[config.mk]
export PLATFORM = sky130hd
export DESIGN_NAME = demux_4_fifo
export DESIGN_NICKNAME = d
export VERILOG_FILES = /design/src/rtl/demux_4_fifo.sv
export SDC_FILE = /design/constraint.sdc
export NUM_CORES = 1
export LEC_CHECK = 0
export CORE_ASPECT_RATIO = 0.6
export CORE_MARGIN = 4
export CORE_UTILIZATION = 45
export DETAILED_ROUTE_END_ITERATION = 8
export DONT_BUFFER_PORTS = 1
export GPL_TIMING_DRIVEN = 0
export PLACE_DENSITY = 0.7
export SYNTH_ARGS = -nofsm -noshare
export SYNTH_HDL_FRONTEND = slang
export SYNTH_SLANG_ARGS = --single-unit
export TNS_END_PERCENT = 50
[constraint.sdc]
create_clock -name clk -period 6.75 [get_ports clk]
set_input_delay 0.3375 -clock clk [delete_from_list [all_inputs] [get_ports clk]]
set_output_delay 0.3375 -clock clk [all_outputs]
set_load 0.1 [all_outputs]
[src/rtl/demux_4_fifo.sv]
// Registered 1-to-4 demultiplexer: one producer stream routed per transfer to
// one of four independent 2-entry lane FIFOs, valid/ready on both sides.

module demux_4_fifo_lane #(
  parameter int LENGTH = 32
) (
  input  logic              clk,
  input  logic              reset,
  input  logic              flush_i,
  input  logic              push_i,
  input  logic              pop_i,
  input  logic [LENGTH-1:0] data_i,
  output logic [LENGTH-1:0] data_o,
  output logic              valid_o,
  output logic [1:0]        cnt_o
);
  logic [LENGTH-1:0] head_q, head_d, tail_q, tail_d;
  logic [1:0]        cnt_q, cnt_d;

  always_comb begin
    head_d = head_q;
    tail_d = tail_q;
    cnt_d  = cnt_q;
    unique case ({push_i, pop_i})
      2'b10: begin
        if (cnt_q == 2'd0) head_d = data_i;
        else               tail_d = data_i;
        cnt_d = cnt_q + 2'd1;
      end
      2'b01: begin
        head_d = tail_q;
        cnt_d  = cnt_q - 2'd1;
      end
      // push is only offered below count 2, so a dual op here means count 1
      2'b11: begin
        head_d = (cnt_q == 2'd1) ? data_i : tail_q;
        tail_d = data_i;
      end
      default: ;
    endcase
    if (flush_i) cnt_d = 2'd0;
  end

  always_ff @(posedge clk) begin
    if (reset) begin
      head_q <= '0;
      tail_q <= '0;
      cnt_q  <= 2'd0;
    end else begin
      head_q <= head_d;
      tail_q <= tail_d;
      cnt_q  <= cnt_d;
    end
  end

  assign valid_o = (cnt_q != 2'd0);
  assign data_o  = valid_o ? head_q : '0;
  assign cnt_o   = cnt_q;
endmodule

module demux_4_fifo #(
  parameter int LENGTH = 32
) (
  input  logic                clk,
  input  logic                reset,
  input  logic [LENGTH-1:0]   in_data,
  input  logic [1:0]          in_sel,
  input  logic                in_valid,
  output logic                in_ready,
  input  logic                flush,
  output logic [4*LENGTH-1:0] out_data,
  output logic [3:0]          out_valid,
  input  logic [3:0]          out_ready,
  output logic [7:0]          out_count
);
  localparam int NUM_LANES = 4;

  logic [NUM_LANES-1:0][LENGTH-1:0] lane_data;
  logic [NUM_LANES-1:0][1:0]        lane_cnt;
  logic [NUM_LANES-1:0]             lane_valid;
  logic                             push;

  // in_ready never looks at out_ready: a full lane refuses even if it pops now
  assign in_ready = !flush && (lane_cnt[in_sel] != 2'd2);
  assign push     = in_valid && in_ready;

  for (genvar k = 0; k < NUM_LANES; k++) begin : g_lane
    demux_4_fifo_lane #(.LENGTH(LENGTH)) u_lane (
      .clk     (clk),
      .reset   (reset),
      .flush_i (flush),
      .push_i  (push && (in_sel == 2'(k))),
      .pop_i   (lane_valid[k] && out_ready[k]),
      .data_i  (in_data),
      .data_o  (lane_data[k]),
      .valid_o (lane_valid[k]),
      .cnt_o   (lane_cnt[k])
    );
  end

  assign out_data  = lane_data;
  assign out_valid = lane_valid;
  assign out_count = lane_cnt;
endmodule
# Word-level counts from Yosys, hierarchy flattened
# Index checks and enable logic that the tools add are counted.
[word_totals] elab_cells=120 in_bits=42 reg_bits=264 output_inout_bits=141
[op_classes] n_addsub=8 eq_ne=28 n_reduce_logical=41 n_mux=30 magnitude_cmp=1
[op_table] operator="$mux W32" count=16
[op_table] operator="$pmux W32 S3" count=4
[op_table] operator="$pmux W32 S2" count=4
[op_table] operator="$reduce_bool A2 Y1" count=12
[op_table] operator="$eq A2 B2 Y1 const B" count=10
[op_table] operator="$eq A2 B1 Y1 const B" count=9
[op_table] operator="$pmux W2 S2" count=4
[op_table] operator="$reduce_and A2 Y1" count=8
[op_table] operator="$reduce_bool A3 Y1" count=4
[op_table] operator="$logic_and A1 B1 Y1" count=10
[op_table] operator="$logic_not A2 Y1" count=5
[op_table] operator="$ne A2 B2 Y1 const B" count=5
[op_table] operator="$add A2 B1 Y2 const B" count=4
[op_table] operator="$ne A2 B1 Y1 const B" count=4
[op_table] operator="$sub A2 B1 Y2 const B" count=4
[op_table] operator="$bmux W2 S2" count=1
[op_table] operator="$lt A2 B3 Y1 const B" count=1
[op_table] operator="$mux W2" count=1
[op_table] operator="$reduce_or A2 Y1" count=1
[op_table] operator="$logic_not A1 Y1" count=1

# Logic depth before layout (Yosys ltp)
# Gate-level depths: netlist of the first run.
[logic_depth] word_depth=9 mapped_depth=13 ltp_nobuf=8

# Modules after synthesis
# A second synthesis of the first run with hierarchy kept.
[unflattened] hier_cells=1597 hier_area_um2=13491.7
[by_module_without_submodules] module="demux_4_fifo_lane at g_lane[1].u_lane ..." area_per_inst_um2=3335.7 cells_each=394 seq_area_each_um2=1321.3 n_inst=3
[by_module_without_submodules] module="demux_4_fifo_lane at g_lane[0].u_lane" area_per_inst_um2=3339.5 cells_each=393 seq_area_each_um2=1321.3 n_inst=1
[by_module_without_submodules] module="demux_4_fifo" area_per_inst_um2=145.1 cells_each=22 seq_area_each_um2=0.0 n_inst=1

# Worst setup path before layout of the first run
# Ideal clock, no wire load.
[synth_path] kind="flip-flop to output port" start="reg g_lane[0].u_lane.cnt_q[1]" end="out out_data[10]" stages_incl_launch_ff=6 setup_slack_ps=3377 n_path_buf=2 t_arrival_ps=3035 cell_sequence="dfxtp_1 inv_1 ha_1 buf_6 clkbuf_1 nor2b_1"
[synth_via] elab_chain_len=2
[synth_rtl] item="from (decl)" line="18" text="logic [1:0] cnt_q, cnt_d;"
[synth_rtl] item="from (signal assigned)" line="52" text="cnt_q <= cnt_d;"
[synth_rtl] item="$reduce_bool A2 Y1" line="56" text="assign valid_o = (cnt_q != 2'd0);"
[synth_rtl] item="$mux W32" line="57" text="assign data_o = valid_o ? head_q : '0;"
[synth_rtl] item="to (decl)" line="71" text="output logic [4*LENGTH-1:0] out_data,"
# No other way between the ends.

# Worst setup path in the final report of the first run
[layout_path] start="reg g_lane[3].u_lane.cnt_q[1]" end="reg g_lane[3].u_lane.head_q[8]"
[layout_via] elab_chain_len=9 word_cells_on_any_way=18 cone_classes="eq/ne: 6; mux: 4; reduce/logical: 8"
[layout_rtl] item="from (decl)" line="18"
[layout_rtl] item="from (signal assigned)" line="52"
[layout_rtl] item="$bmux W2 S2" line="84" text="assign in_ready = !flush && (lane_cnt[in_sel] != 2'd2);"
[layout_rtl] item="$mux W2 (not written as such)" line="84"
[layout_rtl] item="$ne A2 B2 Y1" line="84"
[layout_rtl] item="$logic_and A1 B1 Y1" line="84"
[layout_rtl] item="$logic_and A1 B1 Y1" line="85" text="assign push = in_valid && in_ready;"
[layout_rtl] item="$logic_and A1 B1 Y1" line="92" text=".push_i (push && (in_sel == 2'(k))),"
[layout_rtl] item="$eq A2 B2 Y1 or $eq A2 B1 Y1 (tied branches)" line="24" text="unique case ({push_i, pop_i})"
[layout_rtl] item="$ne A2 B1 Y1 (no source line) or $reduce_bool A3 Y1 (tied branches)"
[layout_rtl] item="$reduce_and A2 Y1 (no source line)"
[layout_rtl] item="to (signal assigned)" line="46" text="head_q <= '0;"
[layout_rtl] item="to (signal assigned)" line="50" text="head_q <= head_d;"
[layout_rtl] item="to (decl)" line="17" text="logic [LENGTH-1:0] head_q, head_d, tail_q, tail_d;"
# Several ways; a longest one is shown, not always the timed one. The select of a mux whose other input is x is not followed.
# A chain may end at the register's enable or synchronous reset.

==> results of run 1 <==
## sequential cells by signal, indices dropped and copies added (netlist names)
name                  count
g_lane.u_lane.head_q    128
g_lane.u_lane.tail_q    128
g_lane.u_lane.cnt_o       8
## worst reg2reg max path: stages (launching register included)
cell      delay (ps)
dfxtp_1         1000
inv_1            220
ha_1             270
buf_6            160
nand2b_4         190
inv_2            100
buf_6            160
buf_4            200
ha_1             220
nor2b_1          140
clkbuf_1         250
clkbuf_1         470
o211ai_1         170
a311oi_1         320
## power by group through the flow
| stage | Combinational [mW] | Sequential [mW] | Clock (mW) |
|---|---|---|---|
| floorplan | 0.287 | 1.67 | 0 |
| global placement | 0.351 | 1.68 | 0 |
| detailed placement | 0.370 | 1.68 | 0 |
| CTS | 0.430 | 1.65 | 1.61 |
| global route | 0.468 | 1.65 | 1.68 |
| finish | 0.446 | 1.65 | 1.61 |
## cell families after synthesis
kind of cell             synth area share
buffers and inverters             0.09463
multiplexers                     0.001610
XOR/XNOR                         0.005009
AO/OA/AOI/OAI                      0.3749
adder cells (fa/ha/maj)           0.01789
flip-flops                         0.3778
AND/OR/NAND/NOR                    0.1282
## cell usage in the layout, fill, tap and decap left out, types with 5 or more instances in the layout
master and n:
a21oi_1 128, a311oi_1 253, and2_1 6, buf_1 5
buf_2 48, buf_4 19, buf_6 28, clkbuf_1 146
clkbuf_16 27, dfxtp_1 264, diode_2 10, dlygate4sd3_1 33
ha_1 20, inv_1 16, nand2b_1 11, nand3_1 130
nor2_1 8, nor2b_1 14, nor2b_2 129, o211ai_1 128
o21ai_0 256, xor2_1 8
## area by class of cell
class	count	area [um2]	area share
sequential	264	5285	0.3282
buffer	241	1247	0.07747
clock buffer	36	739.5	0.04592
antenna	10	25.02	0.001554
inverter	20	76.32	0.004740
tap	408	510.5	0.03170
multi-input combinational	1113	7702	0.4784
timing repair buffer	33	330.3	0.02051
clock inverter	13	185.2	0.01150
## through the flow
| step | worst slack [ps] | instances |
|---|---|---|
| 2_1_floorplan | 3377 | 1638 |
| 3_3_place_gp | 2951 | 2046 |
| 3_5_place_dp | 2955 | 2046 |
| 4_1_cts | 2815 | 2128 |
| 5_1_grt | 2564 | 2131 |
| 6_report | 2781 | 2138 |
## how the worst max path moves through the flow
stage / endpoint / slack (ps)
2_1_floorplan: out_data[10] / 3380
5_1_grt: g_lane[3].u_lane.head_q[20]$_SDFFE_PP0P_ / 2560
3_3_place_gp: out_data[125] / 2950
6_report: g_lane[3].u_lane.head_q[8]$_SDFFE_PP0P_ / 2780
4_1_cts: out_data[125] / 2810
3_5_place_dp: g_lane[3].u_lane.head_q[9]$_SDFFE_PP0P_ / 2960
## per-layer routing
metal | global-route usage | wire length (um) | share of wire
met5 | 0 | 52 | 0.00094
met4 | 0.1124 | 2287 | 0.041
met3 | 0.1157 | 7899 | 0.14
met2 | 0.4222 | 21550 | 0.39
met1 | 0.4320 | 23340 | 0.42
## repair_timing
item                                   4_1_cts  5_1_grt
endpoints found under the hold margin      251        0
hold buffers                                33        0
resized for setup                            0        0
==> results.json, run 1 <==
{
  "drt-total-wl_um": 55130,
  "numPortBuffers": 0,
  "min_to": "g_lane[2].u_lane.head_q[22]$_SDFFE_PP0P_",
  "fmax_ghz": 0.2520,
  "slew_headroom": 0.1903,
  "totalPowerFinal_mw": 3.706,
  "die_area_um2": 34060,
  "seqPwrFrac": 0.445,
  "ios": 183,
  "yosysTopAreaCellShare": 0.3778,
  "synth.area.top_cells": "dfxtp_1, a311oi_1, o21ai_0, o211ai_1, nor2b_1",
  "cts_setup_buffers": 0,
  "report.final.slew_viol_count": 0,
  "powerDensity_nw_per_um2": 230.2,
  "ys_seq_area_frac": 0.3778,
  "min_period_ps": 3969,
  "reg2reg_from": "g_lane[3].u_lane.cnt_o[1]$_SDFFE_PP0P_",
  "antenna_found_initial": 12,
  "worstSetupPathType": "register to register",
  "start_util": 0.4619,
  "ys_warn_count": 0,
  "placed_cell_area_um2": 14820,
  "ant_nets": 0,
  "async_reset_ff_frac": 0,
  "hold_violations": 0,
  "timing.reg2reg.setup_slack_ps": 2780,
  "syn_nets": 1700,
  "post-route-period-util": 0.5880,
  "hold_path_class": "input port to register",
  "skew_ps": 13.83,
  "p_int_mw": 2.681,
  "synth_common_cells": "dfxtp_1, o21ai_0, a311oi_1",
  "drc_errors": 0,
  "worst_pin_slew_ps": 1209,
  "combPwrFrac": 0.120,
  "core_area_um2": 30290,
  "hold_depth": 2,
  "rsz0062_at_grt": "false",
  "yosysUniqueCellTypes": 31,
  "critPathArrivalTime_ps": 4420,
  "r2r-end": "g_lane[3].u_lane.head_q[8]$_SDFFE_PP0P_",
  "reg2regPathDepth": 13,
  "clock_latency_ps": 560,
  "grt_pass1_vias": 13312,
  "synth_most_common_cell": "dfxtp_1",
  "fin_util": 0.5316,
  "setup_viol": 0,
  "die_x_um": 235.6,
  "worstPathCellList": "inv_1 -> ha_1 -> buf_6 -> nand2b_4 -> inv_2 -> buf_6 -> buf_4 -> ha_1 -> nor2b_1 -> clkbuf_1 -> clkbuf_1 -> o211ai_1 -> a311oi_1",
  "wl_per_cell_um": 25.79,
  "startpoint": "g_lane[3].u_lane.cnt_o[1]$_SDFFE_PP0P_",
  "via_per_inst": 6.795,
  "grt_use_total": 0.3054,
  "ir_drop_mv": 0.1813,
  "power_switching_mw": 1.026,
  "pwr-share-clk": 0.435,
  "worstPathRequired_ps": 7200,
  "cp_slowest_stage_delay_ps": 1000,
  "yosysTopAreaCell": "dfxtp_1",
  "place_hpwl_um": 37320,
  "synth_area_um2": 13990,
  "grt_pass1_wl_um": 81800,
  "cts_root_buf": "clkbuf_16",
  "avgSynthCellArea_um2": 8.540,
  "die_y_um": 144.6,
  "gp_congestion": 0.9281,
  "synth_edf_count": 0,
  "drive_gt1_frac": 0.1663,
  "drtIter0Drc": 1734,
  "netlist_instances": 1638,
  "holdWs_ps": 24.55,
  "grt_max_degree": 16,
  "status": "completed",
  "critPathSlowestCell": "dfxtp_1",
  "first_pass_iters": 6,
  "cp.depth": 13,
  "synth_top_flop_cell": "dfxtp_1",
  "path_buf_inv": 7,
  "clockBufferDepth": 3,
  "end_kind": "register",
  "synth_seq_cells": 264,
  "cts_buffers": 27,
  "nets": 1762,
  "htree_levels": 1,
  "stdcell_area_um2": 16100,
  "dr_total_vias": 14528,
  "clkSinkCount": 264,
  "cts_tree": "yes",
  "clk_pin_slew_worst_paths_ps": 70,
  "cp-start-kind": "register",
  "grt_overflow_total": 0,
  "hp-start": "in_data[22]",
  "maxCapViolations": 0,
  "cp_top_family": "buffers and inverters",
  "tns_ps": 0,
  "fill_cells": 2802,
  "rows": 49,
  "p_sw_frac": 0.2768,
  "area_growth_pct": 15.11,
  "leakagePower_nw": 4.702,
  "cp_max_fo": 11
}
No activity file was read; power rests on OpenSTA's default activity.
==> run 2, diff against run 1 <==
--- a/config.mk
+++ b/config.mk
@@ -11,7 +11,7 @@
 export DETAILED_ROUTE_END_ITERATION = 8
 export DONT_BUFFER_PORTS = 1
 export GPL_TIMING_DRIVEN = 0
-export PLACE_DENSITY = 0.7
+export PLACE_DENSITY = 0.72
 export SYNTH_ARGS = -nofsm -noshare
 export SYNTH_HDL_FRONTEND = slang
 export SYNTH_SLANG_ARGS = --single-unit
==> constraint.sdc (replaced) <==
create_clock -name clk -period 3.55 [get_ports clk]
set_input_delay 0.1775 -clock clk [delete_from_list [all_inputs] [get_ports clk]]
set_output_delay 0.1775 -clock clk [all_outputs]
set_load 0.1 [all_outputs]
==> run 2 against run 1 <==
Non-clock buffer count increased by 1. Combinational power rose by 90%. Utilization down 0.24 points.
==> results.json, run 2 (synthesized netlist as in run 1, its figures left out) <==
{
  "place_hpwl_um": 37640,
  "worstSetupPathType": "register to register",
  "p_int_mw": 4.906,
  "maxCapViolations": 0,
  "grt_pass1_wl_um": 81040,
  "fill_cells": 2800,
  "reg2regPathDepth": 12,
  "power_switching_mw": 1.871,
  "critPathArrivalTime_ps": 3850,
  "powerDensity_nw_per_um2": 422.8,
  "combPwrFrac": 0.125,
  "first_pass_iters": 6,
  "fmax_ghz": 0.2949,
  "clk_pin_slew_worst_paths_ps": 70,
  "fin_util": 0.5292,
  "placedCellCount": 2046,
  "cp_max_fo": 11,
  "wl_per_cell_um": 25.74,
  "clockBufferDepth": 3,
  "clkSinkCount": 264,
  "clock_latency_ps": 550,
  "pwr-share-clk": 0.413,
  "gp_congestion": 0.9551,
  "drt-total-wl_um": 54780,
  "nets": 1762,
  "grt_max_degree": 14,
  "cts_tree": "yes",
  "slew_headroom": 0.1867,
  "core_area_um2": 30290,
  "min_period_ps": 3390,
  "cts_root_buf": "clkbuf_16",
  "post-route-period-util": 0.9551,
  "rsz0062_at_grt": "false",
  "drive_gt1_frac": 0.1684,
  "p_sw_frac": 0.2761,
  "report.final.slew_viol_count": 0,
  "leakagePower_nw": 4.684,
  "reg2reg_from": "g_lane[1].u_lane.cnt_o[1]$_SDFFE_PP0P_",
  "ir_drop_mv": 0.3302,
  "htree_levels": 1,
  "die_area_um2": 34060,
  "status": "completed",
  "grt_pass1_vias": 13263,
  "ios": 183,
  "hold_violations": 0,
  "die_y_um": 144.6,
  "dr_total_vias": 14417,
  "worst_pin_slew_ps": 1214,
  "final_cell_count_no_fill": 2128,
  "hold_depth": 3,
  "min_to": "g_lane[2].u_lane.head_q[1]$_SDFFE_PP0P_",
  "numPortBuffers": 0,
  "tns_ps": 0,
  "worstPathRequired_ps": 4010,
  "drtIter0Drc": 2131,
  "grt_use_total": 0.3018,
  "hp-start": "out_ready[2]",
  "area_growth_pct": 14.58,
  "end_kind": "register",
  "timing.reg2reg.setup_slack_ps": 160,
  "die_x_um": 235.6,
  "totalPowerFinal_mw": 6.777,
  "holdWs_ps": 32.99,
  "hold_path_class": "input port to register",
  "fin_ws_ps": 159.5,
  "rows": 49,
  "seqPwrFrac": 0.462,
  "ant_nets": 0,
  "dpl_worst_slack_ps": -245.9,
  "antenna_found_initial": 9,
  "drc_errors": 0,
  "final_cell_mix": "o21ai_0, dfxtp_1, a311oi_1",
  "start_util": 0.4619,
  "cts_buffers": 26,
  "grt_overflow_total": 0,
  "r2r-end": "g_lane[1].u_lane.head_q[17]$_SDFFE_PP0P_",
  "skew_ps": 9.420,
  "placed_cell_area_um2": 14820,
  "cp-start-kind": "register",
  "stdcell_area_um2": 16030,
  "via_per_inst": 6.775,
  "setup_viol": 0
}
run 2: cell types whose count changed in the layout (fill, tap and decap cells not counted), moves of 4 or more:
cell,delta
bufinv_16,-4
clkbuf_8,+6
clkinvlp_4,-4
dfxtp_1,-8
dfxtp_2,+6
diode_2,-6
run 2: how the worst max path moves through the flow:
stage	end	slack (ps)	depth (start not counted)	start
5_1_grt	g_lane[1].u_lane.head_q[23]$_SDFFE_PP0P_	8	12	g_lane[1].u_lane.cnt_o[1]$_SDFFE_PP0P_
4_1_cts	out_data[2]	-100	5	g_lane[0].u_lane.cnt_o[0]$_SDFFE_PP0P_
3_3_place_gp	g_lane[3].u_lane.head_q[9]$_SDFFE_PP0P_	-100	13	g_lane[3].u_lane.cnt_o[1]$_SDFFE_PP0P_
6_report	g_lane[1].u_lane.head_q[17]$_SDFFE_PP0P_	160	12	g_lane[1].u_lane.cnt_o[1]$_SDFFE_PP0P_
2_1_floorplan	out_data[10]	340	5	g_lane[0].u_lane.cnt_o[1]$_SDFFE_PP0P_
3_5_place_dp	g_lane[3].u_lane.head_q[9]$_SDFFE_PP0P_	-250	13	g_lane[3].u_lane.cnt_o[1]$_SDFFE_PP0P_
run 2: area by class of cell:
type	instances	area, um2	area share
multi-input cells	1113	7707	0.4809
flip-flops and latches	264	5300	0.3307
plain buffers	241	1247	0.07783
clock buffers	42	822.0	0.05129
well taps	408	510.5	0.03185
repair buffers	34	340.3	0.02123
inverters	20	76.32	0.004762
clock inverters	2	13.76	0.0008587
diodes	4	10.01	0.0006245
run 2: power by group through the flow:
stage / Sequential [mW] / Clock, mW / Combinational (mW)
finish: 3.13 / 2.80 / 0.846
global route: 3.14 / 2.92 / 0.887
CTS: 3.13 / 2.80 / 0.820
detailed placement: 3.20 / 0 / 0.705
global placement: 3.19 / 0 / 0.669
floorplan: 3.17 / 0 / 0.546
run 2: per-layer routing:
metal  part of all wire  vias up  wire length (um)  global-route usage
met5            0.00071        -                39                   0
met4              0.039        6              2137             0.09880
met3               0.13      146              7056             0.09605
met2               0.41      914             22500              0.4461
met1               0.42     6914             23050              0.4205
li1                   -     6437                 -                   -
run 2: worst max-delay path: stages, from the launching register on:
cell and delay (ps):
dfxtp_2 680, inv_1 170, ha_1 230, buf_6 150, nand2b_4 200, clkinv_2 90
buf_6 160, buf_4 200, ha_1 230, and2_1 280, clkbuf_1 430, o21ai_0 140
a311oi_1 320
run 2: timing repair:
action / CTS / global route
hold buffers: 34 / 0
endpoints found under the hold margin: 256 / 0
setup buffers: 0 / 0
setup endpoints to repair: 216 / 116
gates cloned: 0 / 0
resized for setup: 8 / 3
